### config.mk
export PLATFORM = sky130hd
export DESIGN_NAME = amber48_fetch_queue
export DESIGN_NICKNAME = d
export VERILOG_FILES = /design/src/rtl/amber48_fetch_queue.sv
export SDC_FILE = /design/constraint.sdc
export NUM_CORES = 1
export LEC_CHECK = 0
export ABC_AREA = 0
export ABC_CLOCK_PERIOD_IN_PS = 5500
export CORE_ASPECT_RATIO = 1.5
export CORE_MARGIN = 4
export CORE_UTILIZATION = 50
export CTS_BUF_LIST = sky130_fd_sc_hd__clkbuf_4 sky130_fd_sc_hd__clkbuf_8
export DETAILED_ROUTE_END_ITERATION = 10
export PLACE_DENSITY_LB_ADDON = 0.15
export SLEW_MARGIN = 20
export SYNTH_ARGS = -nofsm -noshare
export SYNTH_HDL_FRONTEND = slang
export SYNTH_SLANG_ARGS = --single-unit
### constraint.sdc
create_clock -name clk_i -period 5.5 [get_ports clk_i]
set_clock_uncertainty 0.1 [all_clocks]
set_input_delay 1.1 -clock clk_i [delete_from_list [all_inputs] [get_ports clk_i]]
set_output_delay 1.1 -clock clk_i [all_outputs]
set_load 0.005 [all_outputs]
### src/rtl/amber48_fetch_queue.sv
// ============================================================================
// amber48_fetch_queue : prefetch FIFO front end (fetch PC, imem, decode port)
// Optional same-cycle bypass: AMBER48_FETCH_QUEUE_BYPASS_EN
// Revision: 1.0
// ============================================================================
`default_nettype none

package amber48_pkg;
  localparam int unsigned BAU_BYTES = 6;
endpackage

module amber48_fetch_queue #(
  parameter int unsigned     XLEN     = 48,
  parameter int unsigned     DEPTH    = 4,
  parameter int unsigned     PC_INC   = amber48_pkg::BAU_BYTES,
  parameter logic [XLEN-1:0] RESET_PC = '0
) (
  input  logic                     clk_i,
  input  logic                     rst_ni,
  input  logic                     clk_en_i,
  output logic                     imem_req_o,
  output logic [XLEN-1:0]          imem_addr_o,
  input  logic [XLEN-1:0]          imem_data_i,
  input  logic                     imem_valid_i,
  input  logic                     imem_fault_i,
  input  logic                     redirect_i,
  input  logic [XLEN-1:0]          redirect_pc_i,
  output logic                     dec_valid_o,
  input  logic                     dec_ready_i,
  output logic [XLEN-1:0]          dec_pc_o,
  output logic [XLEN-1:0]          dec_instr_o,
  output logic                     dec_fault_o,
  output logic [$clog2(DEPTH):0]   count_o
);

  localparam int unsigned      PTR_W    = $clog2(DEPTH);
  localparam int unsigned      CNT_W    = PTR_W + 1;
  localparam logic [CNT_W-1:0] FULL_CNT = CNT_W'(DEPTH);
  localparam logic [XLEN-1:0]  PC_STEP  = XLEN'(PC_INC);

  logic [XLEN-1:0]  fetch_pc_q, fetch_pc_d;
  logic [PTR_W-1:0] rptr_q, rptr_d;
  logic [PTR_W-1:0] wptr_q, wptr_d;
  logic [CNT_W-1:0] count_q, count_d;
  logic             halted_q, halted_d;

  logic [XLEN-1:0]  pc_mem_q    [DEPTH];
  logic [XLEN-1:0]  pc_mem_d    [DEPTH];
  logic [XLEN-1:0]  instr_mem_q [DEPTH];
  logic [XLEN-1:0]  instr_mem_d [DEPTH];
  logic             fault_mem_q [DEPTH];
  logic             fault_mem_d [DEPTH];

  logic empty;
  logic full;
  logic head_valid;
  logic q_pop;
  logic req;
  logic push;
  logic write;

  always_comb begin
    empty      = (count_q == '0);
    full       = (count_q == FULL_CNT);
    head_valid = !empty && !redirect_i;
    q_pop      = head_valid && dec_ready_i;
    // Only a full queue depends on the pop; this keeps req free of any bypass path.
    req        = !halted_q && (!full || q_pop);
    push       = req && imem_valid_i && !redirect_i;
  end

`ifdef AMBER48_FETCH_QUEUE_BYPASS_EN
  logic bypass;

  always_comb begin
    bypass      = empty && push;
    write       = push && !(bypass && dec_ready_i);
    dec_valid_o = head_valid || bypass;
    dec_pc_o    = bypass ? fetch_pc_q   : pc_mem_q[rptr_q];
    dec_instr_o = bypass ? imem_data_i  : instr_mem_q[rptr_q];
    dec_fault_o = bypass ? imem_fault_i : fault_mem_q[rptr_q];
  end
`else
  always_comb begin
    write       = push;
    dec_valid_o = head_valid;
    dec_pc_o    = pc_mem_q[rptr_q];
    dec_instr_o = instr_mem_q[rptr_q];
    dec_fault_o = fault_mem_q[rptr_q];
  end
`endif

  assign imem_req_o  = req;
  assign imem_addr_o = fetch_pc_q;
  assign count_o     = count_q;

  always_comb begin
    fetch_pc_d  = fetch_pc_q;
    rptr_d      = rptr_q;
    wptr_d      = wptr_q;
    count_d     = count_q;
    halted_d    = halted_q;
    pc_mem_d    = pc_mem_q;
    instr_mem_d = instr_mem_q;
    fault_mem_d = fault_mem_q;
    if (clk_en_i) begin
      if (redirect_i) begin
        fetch_pc_d = redirect_pc_i;
        rptr_d     = '0;
        wptr_d     = '0;
        count_d    = '0;
        halted_d   = 1'b0;
      end else begin
        if (write) begin
          pc_mem_d[wptr_q]    = fetch_pc_q;
          instr_mem_d[wptr_q] = imem_data_i;
          fault_mem_d[wptr_q] = imem_fault_i;
          wptr_d              = wptr_q + PTR_W'(1);
        end
        if (q_pop) begin
          rptr_d = rptr_q + PTR_W'(1);
        end
        count_d = count_q + CNT_W'(write) - CNT_W'(q_pop);
        if (push) begin
          fetch_pc_d = fetch_pc_q + PC_STEP;
          if (imem_fault_i) begin
            halted_d = 1'b1;
          end
        end
      end
    end
  end

  always_ff @(posedge clk_i) begin
    if (!rst_ni) begin
      fetch_pc_q <= RESET_PC;
      rptr_q     <= '0;
      wptr_q     <= '0;
      count_q    <= '0;
      halted_q   <= 1'b0;
    end else begin
      fetch_pc_q <= fetch_pc_d;
      rptr_q     <= rptr_d;
      wptr_q     <= wptr_d;
      count_q    <= count_d;
      halted_q   <= halted_d;
    end
  end

  // Payload storage needs no reset: it is only observed behind dec_valid_o.
  always_ff @(posedge clk_i) begin
    pc_mem_q    <= pc_mem_d;
    instr_mem_q <= instr_mem_d;
    fault_mem_q <= fault_mem_d;
  end

endmodule

`default_nettype wire

==> flow_summary.json <==
{
  "run_status": "finished clean",
  "ys_types": 73,
  "cpLargestDelayFamily": "flip-flops",
  "path_cells": "buf_4 -> mux4_2 -> clkdlybuf4s50_1",
  "critical-path-slowest-cell": "dfxtp_4",
  "worst-path-buf-inv": 2,
  "globalRoute.totalOverflow": 0,
  "crit_required_ns": 4.30,
  "placement.setup.worst_slack_ns": 1.14,
  "worstSetupEndpointType": "primary output",
  "final.setup.worst_slack_ns": 1.32,
  "ys_warn_count": 0,
  "final_net_count": 1398,
  "timing_worst_setup_path_type": "flip-flop to primary output",
  "post-cts-setup-buffers": 0,
  "synth_area_um2": 17800,
  "cts_made_buffers": 61,
  "drc_errors": 0,
  "synth.ff_latch_count": 444,
  "synth_top_cells_by_area": "edfxtp_1 (66%), mux4_2 (12%), dfxtp_1 (6.3%)",
  "max_cap_violations": 0,
  "worstPathArrival_ns": 2.98,
  "grt_usage": 0.226,
  "detailedRoute.firstIterationViolations": 847,
  "cts-root-buf": "clkbuf_8",
  "worstSkewPairLatency_ns": 0.61,
  "detailroute.via_count": 10620,
  "setup_tns_ns": 0,
  "post_route_ant_nets": 0,
  "postSynth.topFlopCell": "edfxtp_1",
  "die_extent_in_x_um": 162,
  "layout.cells.most_common_list": "edfxtp_1 (388), clkdlybuf4s50_1 (251), mux4_2 (97)",
  "worstMarginPinSlew_ns": 0.966,
  "cts-htree-levels": 2,
  "port-buffer-count": 252,
  "maxSlewHeadroom": 0.356,
  "top_level_ports": 253,
  "finalSetupViolCount": 0,
  "fp.dieArea_um2": 38700,
  "postCtsResizedCells": 0,
  "synthMuxAreaShare": 0.128,
  "yosysSeqAreaShare": 0.719,
  "grt_first_pass_wirelength_um": 66400,
  "maxClockFrequency_mhz": 239,
  "synth-edff-count": 388,
  "grt_pass1_vias": 10829,
  "clkSinkCount": 444,
  "initial_utilization": 0.506,
  "slowest_delay_ns": 0.97,
  "dp_hpwl_um": 28700,
  "p_per_area_nw_per_um2": 297,
  "route.detailed.wl_per_inst_um": 24.2,
  "cts.path.max_buffers": 3,
  "timing.critical_path.from_type": "flip-flop",
  "dieHeight_um": 239,
  "compound_gate_portion_of_the_synthesized_area": 0.0571,
  "layout_commonest_cell": "edfxtp_1",
  "power.static_leakage_uw": 0.00695,
  "area_growth_syn_to_layout_pct": 23.9,
  "cts.hold.buffers_added": 0,
  "synth_top_cell_area_share": 0.656,
  "final_hold_viol_count": 0,
  "placeableCoreArea_um2": 35100,
  "tritoncts": "done",
  "maxSlewViolCount": 0,
  "peakVddDrop_uv": 161,
  "placement_rows": 84,
  "synth_simple_gate_area_frac": 0.0683,
  "final_layout_size_suffix_gt1_frac": 0.182,
  "worstHoldPathType": "flip-flop to flip-flop",
  "async_flop_share": 0,
  "synth.avg_cell_area_um2": 17.5,
  "synth_xor_xnor_area_share": 0.00247,
  "antenna_violations_before_repair": 1,
  "layout_worst_path_cycle_share": 0.760,
  "totalPowerFinal_uw": 6550,
  "clk_pin_slew_ns": 0.07,
  "placed_cells": 1697,
  "netlist.top_cell.by_area": "edfxtp_1",
  "layoutNonFillerInstCount": 1810,
  "share_of_synthesized_cell_area_in_full_adder_half_adder_and_majority_cells": 0.00606,
  "gp_congestion": 0.911,
  "synthesis.nets": 1123,
  "via_density": 5.87,
  "setup_repair_after_global_routing_missed_its_margin": "no",
  "synth_top_family_by_area": "multiplexers",
  "path_max_fanout": 60,
  "synth_cells": 1012,
  "dr.pass1.iters": 5,
  "timing.final.crit_period_ns": 4.18,
  "finalWirelength_um": 43700,
  "grt_start_max_net_pins": 98,
  "number_of_fillers_in_the_final_layout": 2599
}
==> final cells by class <==
cell class	instances	area, µm²	area share
Sequential cell	444	12800	0.581
Multi-Input combinational cell	491	4700	0.213
Timing Repair Buffer	273	2740	0.124
Clock buffer	70	907	0.0412
Tap cell	473	592	0.0269
Clock inverter	42	234	0.0106
Inverter	16	60.1	0.00273
Antenna cell	1	2.50	0.000114
==> per-stage QoR <==
| stage | hold WS [ns] | util | area, µm² |
|---|---|---|---|
| finish | 0.459 | 0.627 | 22000 |
| global route | 0.483 | 0.627 | 22000 |
| CTS | 0.456 | 0.627 | 22000 |
| detailed placement | 0.446 | 0.594 | 20900 |
| global placement | 0.425 | 0.594 | 20900 |
| floorplan | 0.373 | - | 17800 |
==> final timing paths <==
check,start,to,slack [ns],depth (start not counted)
min,imem_addr_o[0],imem_addr_o[0],0.46,2
min reg2reg,imem_addr_o[0],imem_addr_o[0],0.46,2
max reg2reg,imem_addr_o[1],imem_addr_o[33],2.24,7
max,rptr_q[1],dec_instr_o[32],1.32,3
==> cells by family after synthesis <==
logic type / count (synthesis)
flops: 444
simple gates: 226
compound gates: 146
mux: 106
buf+inv: 77
fa+ha+maj: 8
xor+xnor: 5
==> synthesized netlist by cell type (5+ instances only) <==
library cell,number
nand2_1,48
dfxtp_1,56
edfxtp_1,388
a31oi_1,16
inv_1,16
buf_1,12
and3_1,12
nand3_1,21
or4_1,5
clkbuf_1,34
nor4_1,12
and2_1,8
nand4_1,15
or3_1,7
a211oi_1,8
buf_2,10
nor3_1,23
mux4_2,97
o221ai_1,5
a22oi_1,10
nor2_1,40
mux2i_1,6
o21ai_0,24
o211ai_1,11
ha_1,7
o31ai_1,6
a21oi_1,32
==> power by group <==
part	switching [µW]	internal (µW)
logic	172	208
clock network	1170	1190
registers	79.8	3720
total	1430	5120
==> state kept, by name, summed over array words and instances (netlist names) <==
name,cells
halted_q,1
count_o,3
pc_mem_q,192
imem_addr_o,48
fault_mem_q,4
rptr_q,2
wptr_q,2
instr_mem_q,192
==> metal layers <==
| metal | wire length, µm | track usage | share of wire | vias up |
|---|---|---|---|---|
| li1 | - | - | - | 4720 |
| met1 | 18000 | 0.312 | 0.41 | 5432 |
| met2 | 22100 | 0.373 | 0.50 | 396 |
| met3 | 2360 | 0.0329 | 0.054 | 72 |
| met4 | 1350 | 0.0803 | 0.031 | 0 |
| met5 | 0 | 0 | 0 | - |
==> tightest hold or removal path, stage by stage (launching register included) <==
cell and delay, ns:
dfxtp_1 0.38, nand2_1 0.08, a21oi_1 0.06
Power figures use the tool's default switching activity.
